## src/rtl/twiddle_sequencer_12_pkg.sv

```systemverilog
// ============================================================================
// Module   : twiddle_sequencer_12_pkg
// Brief    : Shared constants and state encoding for the twiddle sequencer.
// Revision : 1.0 - initial release
// ============================================================================
`default_nettype none

package twiddle_sequencer_12_pkg;

    localparam int c_NUM_PATHS     = 16;
    localparam int c_FRAME_BEATS   = 32;
    localparam int c_GROUP_BEATS   = 8;
    localparam int c_TW_ADDR_WIDTH = 9;
    localparam int c_MUL_LATENCY   = 2;

    // Sideband bit positions carried alongside the valid through the delay line
    localparam int c_SB_VALID = 0;
    localparam int c_SB_FIRST = 1;
    localparam int c_SB_LAST  = 2;
    localparam int c_SB_WIDTH = 3;

    typedef enum logic [1:0] {
        ST_IDLE  = 2'd0,
        ST_RUN   = 2'd1,
        ST_DRAIN = 2'd2
    } state_t;

endpackage

`default_nettype wire

```

## src/rtl/twiddle_sequencer_12_valid_delay_line.sv

```systemverilog
// ============================================================================
// Module   : valid_delay_line
// Brief    : Fixed-depth shift register for valid/sideband bits, cleared by rst.
// Revision : 1.0 - initial release
// ============================================================================
`default_nettype none

module valid_delay_line #(
    parameter int DEPTH = 1,
    parameter int WIDTH = 1
) (
    input  logic             clk,
    input  logic             rst,
    input  logic [WIDTH-1:0] i_data,
    output logic [WIDTH-1:0] o_data
);

    logic [WIDTH-1:0] r_pipe [DEPTH];

    always_ff @(posedge clk) begin
        if (rst) begin
            for (int i = 0; i < DEPTH; i++) begin
                r_pipe[i] <= '0;
            end
        end else begin
            r_pipe[0] <= i_data;
            for (int i = 1; i < DEPTH; i++) begin
                r_pipe[i] <= r_pipe[i-1];
            end
        end
    end

    assign o_data = r_pipe[DEPTH-1];

endmodule

`default_nettype wire

```

## src/rtl/twiddle_sequencer_12.sv

```systemverilog
// ============================================================================
// Module   : twiddle_sequencer_12
// Brief    : Frame sequencer driving twiddle ROM addresses and multiplier valids.
// Revision : 1.0 - initial release
// ============================================================================
`default_nettype none

module twiddle_sequencer_12
    import twiddle_sequencer_12_pkg::*;
#(
    parameter int NUM_PARALLEL_PATHS = c_NUM_PATHS,
    parameter int FRAME_BEATS        = c_FRAME_BEATS,
    parameter int GROUP_BEATS        = c_GROUP_BEATS,
    parameter int TW_ADDR_WIDTH      = c_TW_ADDR_WIDTH,
    parameter int MUL_LATENCY        = c_MUL_LATENCY
) (
    input  logic                                              clk,
    input  logic                                              rst,
    input  logic                                              start,
    input  logic                                              din_valid,
    output logic [NUM_PARALLEL_PATHS-1:0][TW_ADDR_WIDTH-1:0] tw_addr,
    output logic                                              mul_in_valid,
    output logic                                              mul_out_valid,
    output logic                                              frame_first,
    output logic                                              frame_last,
    output logic                                              busy,
    output logic                                              overrun
);

    localparam int c_CNT_W = (FRAME_BEATS > 1) ? $clog2(FRAME_BEATS) : 1;
    localparam int c_DRN_W = (MUL_LATENCY > 0) ? $clog2(MUL_LATENCY + 1) : 1;
    localparam logic [c_CNT_W-1:0] c_LAST_BEAT = c_CNT_W'(FRAME_BEATS - 1);
    localparam logic [c_DRN_W-1:0] c_DRN_LAST  = c_DRN_W'(MUL_LATENCY);

    state_t               r_state;
    logic [c_CNT_W-1:0]   r_beat_cnt;
    logic [c_DRN_W-1:0]   r_drain_cnt;
    logic                 r_overrun;
    logic                 w_accept;
    logic [c_SB_WIDTH-1:0] w_sb_in;
    logic [c_SB_WIDTH-1:0] w_sb_out;

    assign w_accept = (r_state == ST_RUN) && din_valid;

    always_ff @(posedge clk) begin
        if (rst) begin
            r_state     <= ST_IDLE;
            r_beat_cnt  <= '0;
            r_drain_cnt <= '0;
            r_overrun   <= 1'b0;
        end else begin
            case (r_state)
                ST_IDLE: begin
                    if (din_valid) begin
                        r_overrun <= 1'b1;
                    end
                    if (start) begin
                        r_state    <= ST_RUN;
                        r_beat_cnt <= '0;
                    end
                end
                ST_RUN: begin
                    if (din_valid) begin
                        if (r_beat_cnt == c_LAST_BEAT) begin
                            r_state     <= ST_DRAIN;
                            r_beat_cnt  <= '0;
                            r_drain_cnt <= '0;
                        end else begin
                            r_beat_cnt <= r_beat_cnt + 1'b1;
                        end
                    end
                end
                ST_DRAIN: begin
                    if (din_valid) begin
                        r_overrun <= 1'b1;
                    end
                    // Stay long enough for the last beat to leave the multiplier
                    if (r_drain_cnt == c_DRN_LAST) begin
                        r_state <= ST_IDLE;
                    end else begin
                        r_drain_cnt <= r_drain_cnt + 1'b1;
                    end
                end
                default: begin
                    r_state <= ST_IDLE;
                end
            endcase
        end
    end

    for (genvar p = 0; p < NUM_PARALLEL_PATHS; p++) begin : g_path
        assign tw_addr[p] = TW_ADDR_WIDTH'(((32'(r_beat_cnt) % 32'(GROUP_BEATS))
                                            * 32'(NUM_PARALLEL_PATHS)) + 32'(p));
    end

    assign w_sb_in[c_SB_VALID] = w_accept;
    assign w_sb_in[c_SB_FIRST] = w_accept && (r_beat_cnt == '0);
    assign w_sb_in[c_SB_LAST]  = w_accept && (r_beat_cnt == c_LAST_BEAT);

    // ROM read stage: ROM data lands one cycle after the address
    valid_delay_line #(
        .DEPTH (1),
        .WIDTH (1)
    ) u_rom_valid (
        .clk    (clk),
        .rst    (rst),
        .i_data (w_accept),
        .o_data (mul_in_valid)
    );

    valid_delay_line #(
        .DEPTH (1 + MUL_LATENCY),
        .WIDTH (c_SB_WIDTH)
    ) u_out_valid (
        .clk    (clk),
        .rst    (rst),
        .i_data (w_sb_in),
        .o_data (w_sb_out)
    );

    assign mul_out_valid = w_sb_out[c_SB_VALID];
    assign frame_first   = w_sb_out[c_SB_FIRST];
    assign frame_last    = w_sb_out[c_SB_LAST];
    assign busy          = (r_state != ST_IDLE);
    assign overrun       = r_overrun;

endmodule

`default_nettype wire

```

## config.mk

```make
export PLATFORM = sky130hd
export DESIGN_NAME = twiddle_sequencer_12
export DESIGN_NICKNAME = d
export VERILOG_FILES = /design/src/rtl/twiddle_sequencer_12_pkg.sv /design/src/rtl/twiddle_sequencer_12_valid_delay_line.sv /design/src/rtl/twiddle_sequencer_12.sv
export SDC_FILE = /design/constraint.sdc
export NUM_CORES = 1
export LEC_CHECK = 0
export ABC_AREA = 1
export CAP_MARGIN = 5
export CORE_ASPECT_RATIO = 0.5
export CORE_MARGIN = 3
export CORE_UTILIZATION = 33
export CTS_CLUSTER_DIAMETER = 40
export DETAILED_ROUTE_END_ITERATION = 6
export PLACE_DENSITY = 0.86
export SETUP_SLACK_MARGIN = 0.02
export SYNTH_ARGS = -nofsm -noshare
export SYNTH_HDL_FRONTEND = slang
export SYNTH_SLANG_ARGS = --single-unit
```

## constraint.sdc

```tcl
create_clock -name clk -period 2.1 [get_ports clk]
set_input_delay 0.525 -clock clk [delete_from_list [all_inputs] [get_ports clk]]
set_output_delay 0.525 -clock clk [all_outputs]
set_load 0.01 [all_outputs]
```

==> results.toml <==
[sta]
tns_ns = 0
fmax_ghz = 0.523
slew_violations = 0
hold_viol = 0
finalSetupViolCount = 0
period_needed_ns = 1.91
period_share = 0.911
skew_ns = 0.00488
rsz0062_at_grt = "false"

[min_path]
holdPathEnd = "u_out_valid.r_pipe[0][7]"
worstHoldStart = "u_out_valid.r_pipe[0][4]"
hold_depth = 2
min_path_type = "reg2reg"

[grt]
grt_pass1_wl_mm = 3.50
grt_overflow = 0
antenna_found_initial = 0
grt_usage = 0.0627
grt_pass1_vias = 740
grt_max_degree = 20

[route]
vias = 1064
drc = 0
wire_per_inst_um = 7.97
drt_pass1_iterations = 6
drt_first_iter_violations = 20
drtAntennaViolNets = 0
drt_wl_total_mm = 2.67
viasPerCell = 3.18

[synthesis]
synth.area.top_cells = "buf_4, dfxtp_1, nor2_1"
avgSynthCellArea_um2 = 7.59
synth_edf_count = 0
synth-seq-cells = 19
synth_cell_types = 20
synth_top_cell_by_area = "buf_4"
synth_cells = 251
yosysWarnings = 0
post-synth-top-count-cell = "buf_4"
synth_ff_type = "dfxtp_1"
synth_common_cells = "buf_4, nor2_1, dfxtp_1, inv_1, nand2_1"
synthArstFlopShare = 0
synth_top_cell_area_share = 0.567
seq_area_frac_synth = 0.200
synth_area_um2 = 1910

[placement]
dpl_cell_area_um2 = 1860
portBuffers = 57
dp_hpwl_mm = 2.31
gp_congestion = 0.723

[power_and_ir_drop]
combPwrFrac = 0.317
swShare = 0.304
power.switching_mw = 0.344
ir_worst_vdd_mv = 0.341
p_seq_frac = 0.344
powerDensity_nw_per_um2 = 582
leakage_nw = 0.964
p_int_mw = 0.787
clkPwrFrac = 0.339

[floorplan]
coreArea_um2 = 5250
fp.dieW_um = 113
start_util = 0.363
ios = 154
die_h_um = 59.7
dieArea_um2 = 6780
core.rowCount = 18

[clock_network]
cts-root-buf = "clkbuf_16"
numCtsBuffers = 3
cts_tree = "done"
h-tree-depth = 1
postCtsSetupRepairBufs = 0
cts_buffer_depth = 2
clk_pin_slew_worst_paths_ns = 0.06
clock_latency_ns = 0.25
cts.sinks = 19

[setup_path]
r2r-end = "r_beat_cnt[3]"
rr_startpoint = "r_beat_cnt[1]"
end_kind = "output pin"
crit_fanout = 5
path_class = "reg2out"
arrival_ns = 1.39
start_kind = "register"
reg2reg_depth = 8
worstPathRequired_ns = 1.57
regToRegSetupSlack_ns = 0.50

[final_layout]
drive_gt1_frac = 0.0642
layout.nets = 274
antenna_cells = 0
area_growth_pct = 1.97
postLayoutCellArea_um2 = 1940

[job]
drv_cap = 0

[status]
status = "finished, final reports clean"
==> worst max-delay path, stage by stage (launching register included) <==
cell	delay [ns]
dfxtp_1	0.45
nor2_2	0.10
inv_1	0.06
clkdlybuf4s50_1	0.53
==> how the worst max path moves through the flow <==
| stage | start | end | slack, ns | cells past startpoint |
|---|---|---|---|---|
| floorplan | r_beat_cnt[1] | r_beat_cnt[1] | 0.46 | 7 |
| global placement | din_valid | r_beat_cnt[1] | 0.22 | 6 |
| detailed placement | din_valid | r_beat_cnt[3] | 0.20 | 6 |
| CTS | r_beat_cnt[2] | tw_addr[69] | 0.03 | 1 |
| global route | r_state[1] | busy | 0.11 | 3 |
| finish | r_state[1] | busy | 0.19 | 3 |
==> layout make-up <==
cell class                 count  area (µm²)
fill                         529        3300
multi-input combinational    162         722
timing repair buffer          61         601
sequential                    19         383
tap                           70        87.6
clock buffer                   4        78.8
inverter                      19        71.3
==> layer usage <==
metal / part of all wire / global-route usage / up-vias
met4: 0.010 / 0.0240 / 0
met3: 0.10 / 0.0121 / 2
li1: - / - / 545
met1: 0.32 / 0.0681 / 455
met5: 0 / 0 / -
met2: 0.57 / 0.123 / 62
==> power by group through the flow <==
stage	clock network, mW	registers (mW)	logic, mW
5_1_grt	0.413	0.392	0.390
3_5_place_dp	0	0.397	0.357
4_1_cts	0.394	0.389	0.357
3_3_place_gp	0	0.396	0.354
2_1_floorplan	0	0.403	0.401
6_report	0.383	0.389	0.359
==> through the flow <==
stage | cells | hold WS, ns | setup slack [ns] | total power, mW | util
6_report | 335 | 0.399 | 0.187 | 1.13 | 0.370
5_1_grt | 335 | 0.413 | 0.107 | 1.20 | 0.370
4_1_cts | 335 | 0.399 | 0.0348 | 1.14 | 0.370
3_5_place_dp | 331 | 0.392 | 0.203 | 0.753 | 0.355
3_3_place_gp | 331 | 0.389 | 0.219 | 0.750 | 0.355
2_1_floorplan | 345 | 0.388 | 0.460 | 0.805 | -
==> flip-flops by register name (all words and copies together), names as in the netlist <==
| name | cells |
|---|---|
| u_out_valid.r_pipe | 9 |
| r_beat_cnt | 5 |
| r_drain_cnt | 2 |
| r_state | 2 |
| overrun | 1 |
==> cells in the final DEF, fill, tap and decap left out, drive strengths merged <==
cell | netlist | layout
nor2 | 23 | 23
dfxtp | 19 | 19
nand3b | 1 | 1
clkbuf | 1 | 4
ha | 4 | 4
nand4 | 2 | 2
inv | 19 | 19
nand3 | 7 | 7
clkdlybuf4s50 | 0 | 57
nand2 | 20 | 20
conb | 2 | 96
a21oi | 6 | 6
o21ai | 2 | 2
nor3 | 1 | 1
buf | 144 | 4
==> repair_timing <==
item                                   CTS  global route
setup endpoints to repair                0            32
endpoints found under the hold margin    0             0
hold buffers                             0             0
resized for setup                        0             2
==> logic make-up after synthesis <==
| kind of cell | count (synthesis) | share of synthesized area |
|---|---|---|
| buf+inv | 164 | 0.607 |
| compound gates | 8 | 0.0289 |
| other cells | 2 | 0.00394 |
| fa+ha+maj | 4 | 0.0263 |
| simple gates | 54 | 0.135 |
| flops | 19 | 0.200 |
(Power assumes the default switching activity.)
